File: src/rtl/mips_mem_pkg.sv
// Shared definitions for the memory-side store/load helpers:
// access-size encodings, store controller state encoding and alignment rules.
package mips_mem_pkg;

    // Access size as presented by the control unit.
    localparam logic [1:0] SZ_WORD = 2'b00;
    localparam logic [1:0] SZ_HALF = 2'b01;
    localparam logic [1:0] SZ_BYTE = 2'b10;
    localparam logic [1:0] SZ_RSVD = 2'b11;  // reserved, behaves as a word

    // Store controller states.
    typedef enum logic [2:0] {
        ST_IDLE    = 3'd0,
        ST_RD_REQ  = 3'd1,
        ST_RD_WAIT = 3'd2,
        ST_WRITE   = 3'd3,
        ST_DONE    = 3'd4,
        ST_FAULT   = 3'd5
    } store_state_e;

    // True when the access needs a read-modify-write (byte or halfword).
    function automatic logic is_subword(input logic [1:0] size);
        return (size == SZ_HALF) || (size == SZ_BYTE);
    endfunction

    // True when the byte offset is illegal for the access size.
    function automatic logic is_misaligned(input logic [1:0] size,
                                           input logic [1:0] offset);
        logic bad;
        case (size)
            SZ_HALF: bad = offset[0];
            SZ_BYTE: bad = 1'b0;
            default: bad = (offset != 2'b00);
        endcase
        return bad;
    endfunction

endpackage

File: src/rtl/store_lane_merge.sv
// Little-endian byte-lane merge: overlays the low byte/halfword of wdata onto
// an existing memory word at the given offset. Word accesses pass wdata through.
module store_lane_merge
    import mips_mem_pkg::*;
(
    input  logic [31:0] old_word,
    input  logic [31:0] wdata,
    input  logic [1:0]  size,
    input  logic [1:0]  offset,
    output logic [31:0] merged
);

    // Select the target lanes from wdata, keep the rest from the old word.
    always_comb begin
        // NOTE: default assignment first so every path drives merged -- no latch.
        merged = old_word;
        case (size)
            SZ_BYTE: begin
                case (offset)
                    2'd0:    merged[7:0]   = wdata[7:0];
                    2'd1:    merged[15:8]  = wdata[7:0];
                    2'd2:    merged[23:16] = wdata[7:0];
                    default: merged[31:24] = wdata[7:0];
                endcase
            end
            SZ_HALF: begin
                if (offset[1]) begin
                    merged[31:16] = wdata[15:0];
                end else begin
                    merged[15:0]  = wdata[15:0];
                end
            end
            default: merged = wdata;
        endcase
    end

endmodule

File: src/rtl/store_merge_ctrl.sv
// Store controller between the multi-cycle control unit and unified memory.
// Word stores write directly; byte/halfword stores read the aligned word,
// merge the target lanes and write it back. Misaligned stores are rejected.
module store_merge_ctrl
    import mips_mem_pkg::*;
#(
    parameter int MEM_RD_LAT = 1,   // read latency in cycles, 1..4
    parameter int ADDR_W     = 32
) (
    input  logic              clk,
    input  logic              reset_n,
    input  logic              start,
    input  logic [1:0]        size,
    input  logic [ADDR_W-1:0] addr,
    input  logic [31:0]       wdata,
    input  logic [31:0]       mem_rdata,
    output logic [ADDR_W-1:0] mem_addr,
    output logic [31:0]       mem_wdata,
    output logic              mem_re,
    output logic              mem_we,
    output logic              busy,
    output logic              done,
    output logic              misaligned
);

    // Two bits cover a wait of up to four cycles (counts MEM_RD_LAT-1 down to 0).
    localparam int CNT_W = 2;

    store_state_e      state, state_nxt;
    logic [ADDR_W-1:0] addr_q;
    logic [1:0]        size_q;
    logic [31:0]       wdata_q;
    logic [31:0]       rdata_q;
    logic [CNT_W-1:0]  wait_cnt;
    logic [31:0]       merged;

    store_lane_merge u_merge (
        .old_word (rdata_q),
        .wdata    (wdata_q),
        .size     (size_q),
        .offset   (addr_q[1:0]),
        .merged   (merged)
    );

    // State register; reset aborts any store in flight.
    always_ff @(posedge clk or negedge reset_n) begin
        if (!reset_n) begin
            state <= ST_IDLE;
        end else begin
            // NOTE: non-blocking for all clocked state so every register sees pre-edge values.
            state <= state_nxt;
        end
    end

    // Request latch, read-wait counter and read-data capture.
    always_ff @(posedge clk or negedge reset_n) begin
        if (!reset_n) begin
            // NOTE: datapath registers are reset too, so nothing stale leaks out after an abort.
            addr_q   <= '0;
            size_q   <= '0;
            wdata_q  <= '0;
            rdata_q  <= '0;
            wait_cnt <= '0;
        end else begin
            if (state == ST_IDLE && start) begin
                addr_q  <= addr;
                size_q  <= size;
                wdata_q <= wdata;
            end
            if (state == ST_RD_REQ) begin
                wait_cnt <= CNT_W'(MEM_RD_LAT - 1);
            end
            if (state == ST_RD_WAIT) begin
                if (wait_cnt == '0) begin
                    rdata_q <= mem_rdata;
                end else begin
                    wait_cnt <= wait_cnt - 1'b1;
                end
            end
        end
    end

    // Next-state and output decode; outputs depend on state only.
    always_comb begin
        state_nxt  = state;
        mem_addr   = {addr_q[ADDR_W-1:2], 2'b00};
        mem_wdata  = '0;
        mem_re     = 1'b0;
        mem_we     = 1'b0;
        busy       = 1'b1;
        done       = 1'b0;
        misaligned = 1'b0;
        case (state)
            ST_IDLE: begin
                busy     = 1'b0;
                mem_addr = '0;
                if (start) begin
                    if (is_misaligned(size, addr[1:0])) begin
                        state_nxt = ST_FAULT;
                    end else if (is_subword(size)) begin
                        state_nxt = ST_RD_REQ;
                    end else begin
                        state_nxt = ST_WRITE;
                    end
                end
            end
            ST_RD_REQ: begin
                mem_re    = 1'b1;
                state_nxt = ST_RD_WAIT;
            end
            ST_RD_WAIT: begin
                if (wait_cnt == '0) begin
                    state_nxt = ST_WRITE;
                end
            end
            ST_WRITE: begin
                mem_we    = 1'b1;
                mem_wdata = merged;
                state_nxt = ST_DONE;
            end
            ST_DONE: begin
                done      = 1'b1;
                state_nxt = ST_IDLE;
            end
            ST_FAULT: begin
                misaligned = 1'b1;
                state_nxt  = ST_IDLE;
            end
            default: begin
                state_nxt = ST_IDLE;
            end
        endcase
    end

endmodule
File: config.mk
export PLATFORM = sky130hd
export DESIGN_NAME = store_merge_ctrl
export DESIGN_NICKNAME = d
export VERILOG_FILES = /design/src/rtl/mips_mem_pkg.sv /design/src/rtl/store_lane_merge.sv /design/src/rtl/store_merge_ctrl.sv
export SDC_FILE = /design/constraint.sdc
export NUM_CORES = 1
export LEC_CHECK = 0
export CAP_MARGIN = 10
export CORE_ASPECT_RATIO = 0.9
export CORE_MARGIN = 4
export CORE_UTILIZATION = 47
export CTS_CLUSTER_SIZE = 40
export DETAILED_ROUTE_END_ITERATION = 8
export PLACE_DENSITY = 0.92
export SETUP_SLACK_MARGIN = 0.1
export SYNTH_ARGS = -nofsm -noshare
export SYNTH_HDL_FRONTEND = slang
export SYNTH_SLANG_ARGS = --single-unit
export TNS_END_PERCENT = 100
File: constraint.sdc
create_clock -name clk -period 1.85 [get_ports clk]
set_input_delay 0.185 -clock clk [delete_from_list [all_inputs] [get_ports clk]]
set_output_delay 0.185 -clock clk [all_outputs]
set_load 0.02 [all_outputs]
### Yosys cells after proc, flatten, opt, wreduce, memory -nomap -nowiden

Cells that the tools add are included.

* register bits after elaboration: 103
* input bits: 101
* output and inout bits: 69
* logic and storage cells: 54

* $add $sub $neg: 1
* equality and inequality tests: 13
* mux-type cells: 25
* reductions and logical operators: 9

Operators with widths (count)
* 2-to-1 mux 32 bit: 2
* one-hot mux 32 bit (2 select lines): 1
* 2-to-1 mux 16 bit: 2
* 2-to-1 mux 8 bit: 4
* one-hot mux 3 bit (4 select lines): 1
* 2-to-1 mux 3 bit: 3
* 2-to-1 mux 2 bit: 4
* 2-to-1 mux 1 bit: 7
* equality test 2 x 1 -> 1 bit, second input constant: 3
* equality test 2 bit, second input constant: 3
* equality test 3 x 2 -> 1 bit, second input constant: 2
* equality test 3 bit, second input constant: 2
* logical NOT 2 bit: 2
* AND reduction 2 bit: 2
* equality test 3 x 1 -> 1 bit, second input constant: 1
* logical NOT 3 bit: 1
* OR reduction 3 bit: 1
* != test 2 x 1 -> 1 bit, second input constant: 1
* != test 2 bit, second input constant: 1
* one-hot mux 1 bit (2 select lines): 1
* nonzero test 2 bit: 1
* subtractor 2 x 1 -> 2 bit, second input constant: 1
* logical AND 1 bit: 1
* logical OR 1 bit: 1

### Logic depth before layout (Yosys ltp)

* depth after elaboration: 7
* mapped depth: 8
* mapped depth without buffers: 6

### Hierarchy

A second synthesis with hierarchy kept.

* cell total of the unflattened synthesis: 449
* area, all modules: 5544.1 µm²

Modules (own cells, without submodules)
* store_merge_ctrl: times used 1, cells an instance 315, area each 4523.1 µm², sequential area each 2577.5 µm²
* store_lane_merge: times used 1, cells an instance 134, area each 1021.0 µm², sequential area each 0.0 µm²

### Worst setup path before layout

No wires, ideal clock.

* path kind: register to output
* start: register size_q[1]
* end: output mem_wdata[24]
* data arrival time: 1.770 ns
* data required time: 1.665 ns
* path slack: -0.105 ns
* stages on the path, launching flop included: 7
* path buffers: 2
* path through: dfrtp_1 > inv_1 > ha_1 > buf_2 > clkbuf_1 > a221oi_1 > nor3_1

* word-level cells in the longest chain between the ends: 3
* elaborated cells between the ends (all ways): 4
* classes of those cells: 2 x eq/ne; 2 x mux

Ends and longest elaborated chain
* start, declared: line store_merge_ctrl.sv:31 `logic [1:0] size_q;`
* start signal, assigned: line store_merge_ctrl.sv:67 `size_q <= size;`
* equality test 2 x 1 -> 1 bit / equality test 2 bit (equally long branches): line store_lane_merge.sv:17 `case (size)`
* one-hot mux 32 bit (2 select lines) *: line store_lane_merge.sv:17
* 2-to-1 mux 32 bit *: line store_merge_ctrl.sv:93 `case (state)`
* end, declared: line store_merge_ctrl.sv:18 `output logic [31:0] mem_wdata,`

Every way passes the cells marked *; elsewhere a longest branch is shown, timed or not.

### Final worst setup path

* start: register addr_q[1]
* end: output mem_wdata[12]

* word-level cells in the longest chain between the ends: 4
* elaborated cells between the ends (all ways): 5
* classes of those cells: 1 x eq/ne; 4 x mux

Ends and longest elaborated chain
* start, declared: line store_merge_ctrl.sv:30 `logic [ADDR_W-1:0] addr_q;`
* start signal, assigned: line store_merge_ctrl.sv:66 `addr_q <= addr;`
* equality test 2 x 1 -> 1 bit: line store_lane_merge.sv:19 `case (offset)`
* 2-to-1 mux 8 bit: line store_lane_merge.sv:19
* one-hot mux 32 bit (2 select lines) *: line store_lane_merge.sv:17
* 2-to-1 mux 32 bit *: line store_merge_ctrl.sv:93

Marked as above.

==> metrics.cfg <==
[flow_run]
maxCapViolations = 0

[synth]
syn_inst = 577
ys_ff_latch = 103
avgSynthCellArea_sq_um = 9.452
ys_async_sr_fraction = 1.000
synth-seq-area-share = 0.4726
ys_types = 36
ys_warn_count = 0
yosys_most_used_dff = dfrtp_1
netlist_area_sq_mm = 0.005454
synth_edf_count = 0

[floorplanning]
fp.coreArea_sq_mm = 0.01139
die_h_microns = 110.2
die_area_sq_mm = 0.01339
initial_core_util = 0.4789
die_x_microns = 121.6
fp-row-count = 37
ioPinCount = 170

[clock_tree]
htree_levels = 3
clk_path_buf_depth = 2
cts-root-buf = clkbuf_16
clkLatencyLatePin_ns = 0.35
clk_pin_slew_ns = 0.08
cts_tree = built
cts.sinks = 103
cts_inserted_buffers = 9

[detailed_routing]
firstDrtPassIters = 5
viasPerCell = 5.902
post-route-drc-count = 0
wirelength_microns = 25000
vias = 5743
wl_per_cell_microns = 25.69
ant_nets = 0
drtIter0Drc = 482

[grt]
grt_pass1_vias = 5227
antenna_found_initial = 0
grt_pass1_wl_microns = 27970
grt_max_degree = 45
grt_overflow = 0
grt.total_usage = 0.2697

[hold_path]
hold_class = primary input to async pin

[place]
port_buffers = 167
dp.cells = 902
postPlaceCellArea_sq_mm = 0.007575
place_congestion = 0.8544
post-dp-hpwl_microns = 11720

[finish]
final_nets = 918
final_cells = 973
fillers = 524
register_area_sq_mm = 0.002580
diodes = 0
design_area_sq_mm = 0.009859
syn2layout_area_growth_pct = 80.78
multiInputGateArea_sq_mm = 0.003880
drive_gt1_frac = 0.5777

[timing]
fin_worst_skew_ns = 0.01144
period_share = 1.188
slew_headroom = 0.5798
whs_ns = 0.3396
setup_ws_ns = -0.3485
report.final.slew_viol_count = 0
tightest_slew_ns = 0.6283
finalHoldViolCount = 0
period_needed_ns = 2.198
rsz0062_at_grt = true
max_freq_mhz = 454.9
setup_viol = 123

[pwr]
p_leak_nw = 4.620
cellPowerDensity_mw_per_mm2 = 2103
vdd_ir_drop_max_mv = 1.367

[critical_path]
cp.arrival_ns = 2.01
crit_start = addr_q[1]
worst-r2r-cell-count = 11
required_ns = 1.66
timing.rr.start = state[1]
rr_endpoint = wdata_q[4]
worstSetupEndpointType = output pin
worstPathMaxFanout = 5
endpoint = mem_wdata[12]
rrSetupSlack_ns = -0.13
criticalPathCategory = register to output pin
cp-start-kind = register

[run_status]
outcome = finished, violations left
violations = negative setup slack

worst max-delay path, stage by stage, from the launching register on:
cell and delay (ns):
dfrtp_2 0.46, nand2b_4 0.16, buf_6 0.14, mux2_4 0.32
a221oi_4 0.31, nor3_2 0.09, buf_4 0.17
registers in the layout, summed over array words and instances, names as in the netlist:
register	flops
addr_q	32
wait_cnt	2
rdata_q	32
size_q	2
wdata_q	32
state	3
Yosys cell counts (2+ instances only):
cell | instances | area share
nor2b_1 | 56 | 0.064
inv_1 | 5 | 0.0034
buf_4 | 5 | 0.0069
and2_1 | 2 | 0.0023
clkbuf_1 | 11 | 0.0076
a21oi_1 | 2 | 0.0018
nand3_1 | 9 | 0.0083
nand2_2 | 2 | 0.0023
nor3_1 | 24 | 0.022
nand2_1 | 206 | 0.14
nor2_1 | 5 | 0.0034
a221oi_1 | 16 | 0.026
a221oi_2 | 8 | 0.022
o21ai_1 | 5 | 0.0046
dfrtp_1 | 103 | 0.47
mux2_4 | 8 | 0.022
o21a_1 | 2 | 0.0028
mux2_2 | 57 | 0.12
buf_2 | 17 | 0.016
ha_1 | 3 | 0.0069
buf_6 | 9 | 0.019
o21ai_0 | 7 | 0.0064
nand2b_1 | 2 | 0.0023
metal layers:
layer / vias to the layer above / GRT usage / wire [microns]
met2: 401 / 0.4753 / 12560
li1: 2389 / - / -
met3: 132 / 0.06735 / 2262
met1: 2821 / 0.3216 / 8523
met5: - / 0 / 0
met4: 0 / 0.09920 / 1648
report_power, final:
part,leakage (nW),internal [W],switching (W)
clock network,0.132,0.000973,0.000854
logic,3.23,0.00712,0.00728
registers,1.26,0.00335,0.00116
logic make-up after synthesis:
logic type,count (synthesis),synth area share
AOI/OAI and AO/OA,47,0.07341
adders and majority gates,3,0.006883
buffers and inverters,48,0.05299
DFF,103,0.4726
muxes,65,0.1397
other,1,0.0006876
and+or+nand+nor,310,0.2537
placed cells by master, fill, tap and decap left out, drive strengths merged, types with 2 or more instances in the layout:
cell type and count:
a21oi 3, a221oi 24, and2 2, buf 149, clkbuf 28, clkdlybuf4s50 99, clkinv 2, conb 2
dfrtp 103, ha 3, inv 5, mux2 65, nand2 210, nand2b 2, nand3 9, nor2 5
nor2b 56, nor3 25, o21a 2, o21ai 12
worst min-delay path by stage:
stage                  from           to  slack (ns)  cells after the start
global route        reset_n    size_q[0]        0.38                      2
global placement    reset_n  rdata_q[17]        0.15                      1
finish              reset_n  rdata_q[16]        0.34                      2
floorplan           reset_n    addr_q[0]       -0.11                      0
CTS                 reset_n    size_q[0]        0.34                      2
detailed placement  reset_n  rdata_q[17]        0.15                      1
through the flow:
stage / TNS, ns / total power (W) / utilization / setup WS [ns]
floorplan: 0 / 0.009690 / - / 0.07669
global placement: -9.656 / 0.01258 / 0.6651 / -0.3802
detailed placement: -12.51 / 0.01297 / 0.6651 / -0.5144
CTS: -8.362 / 0.01611 / 0.7190 / -0.3106
global route: -21.01 / 0.02141 / 0.8657 / -0.4081
finish: -16.33 / 0.02074 / 0.8657 / -0.3485
cell type report:
type | count | area share
sequential | 103 | 0.2617
tap | 156 | 0.01980
timing repair buffer | 265 | 0.2953
clock inverter | 1 | 0.0005076
inverter | 6 | 0.002792
clock buffer | 13 | 0.02640
multi-input combinational | 429 | 0.3935
what timing repair did:
item                       CTS  global route
setup endpoints to repair   67           133
pin swaps                   49           140
cloned                       3            22
resized for setup          378           328
hold buffers                 1             0
hold endpoints to repair    28             0
setup buffers               17            16
Note: power is estimated with default switching activity, not from simulation.
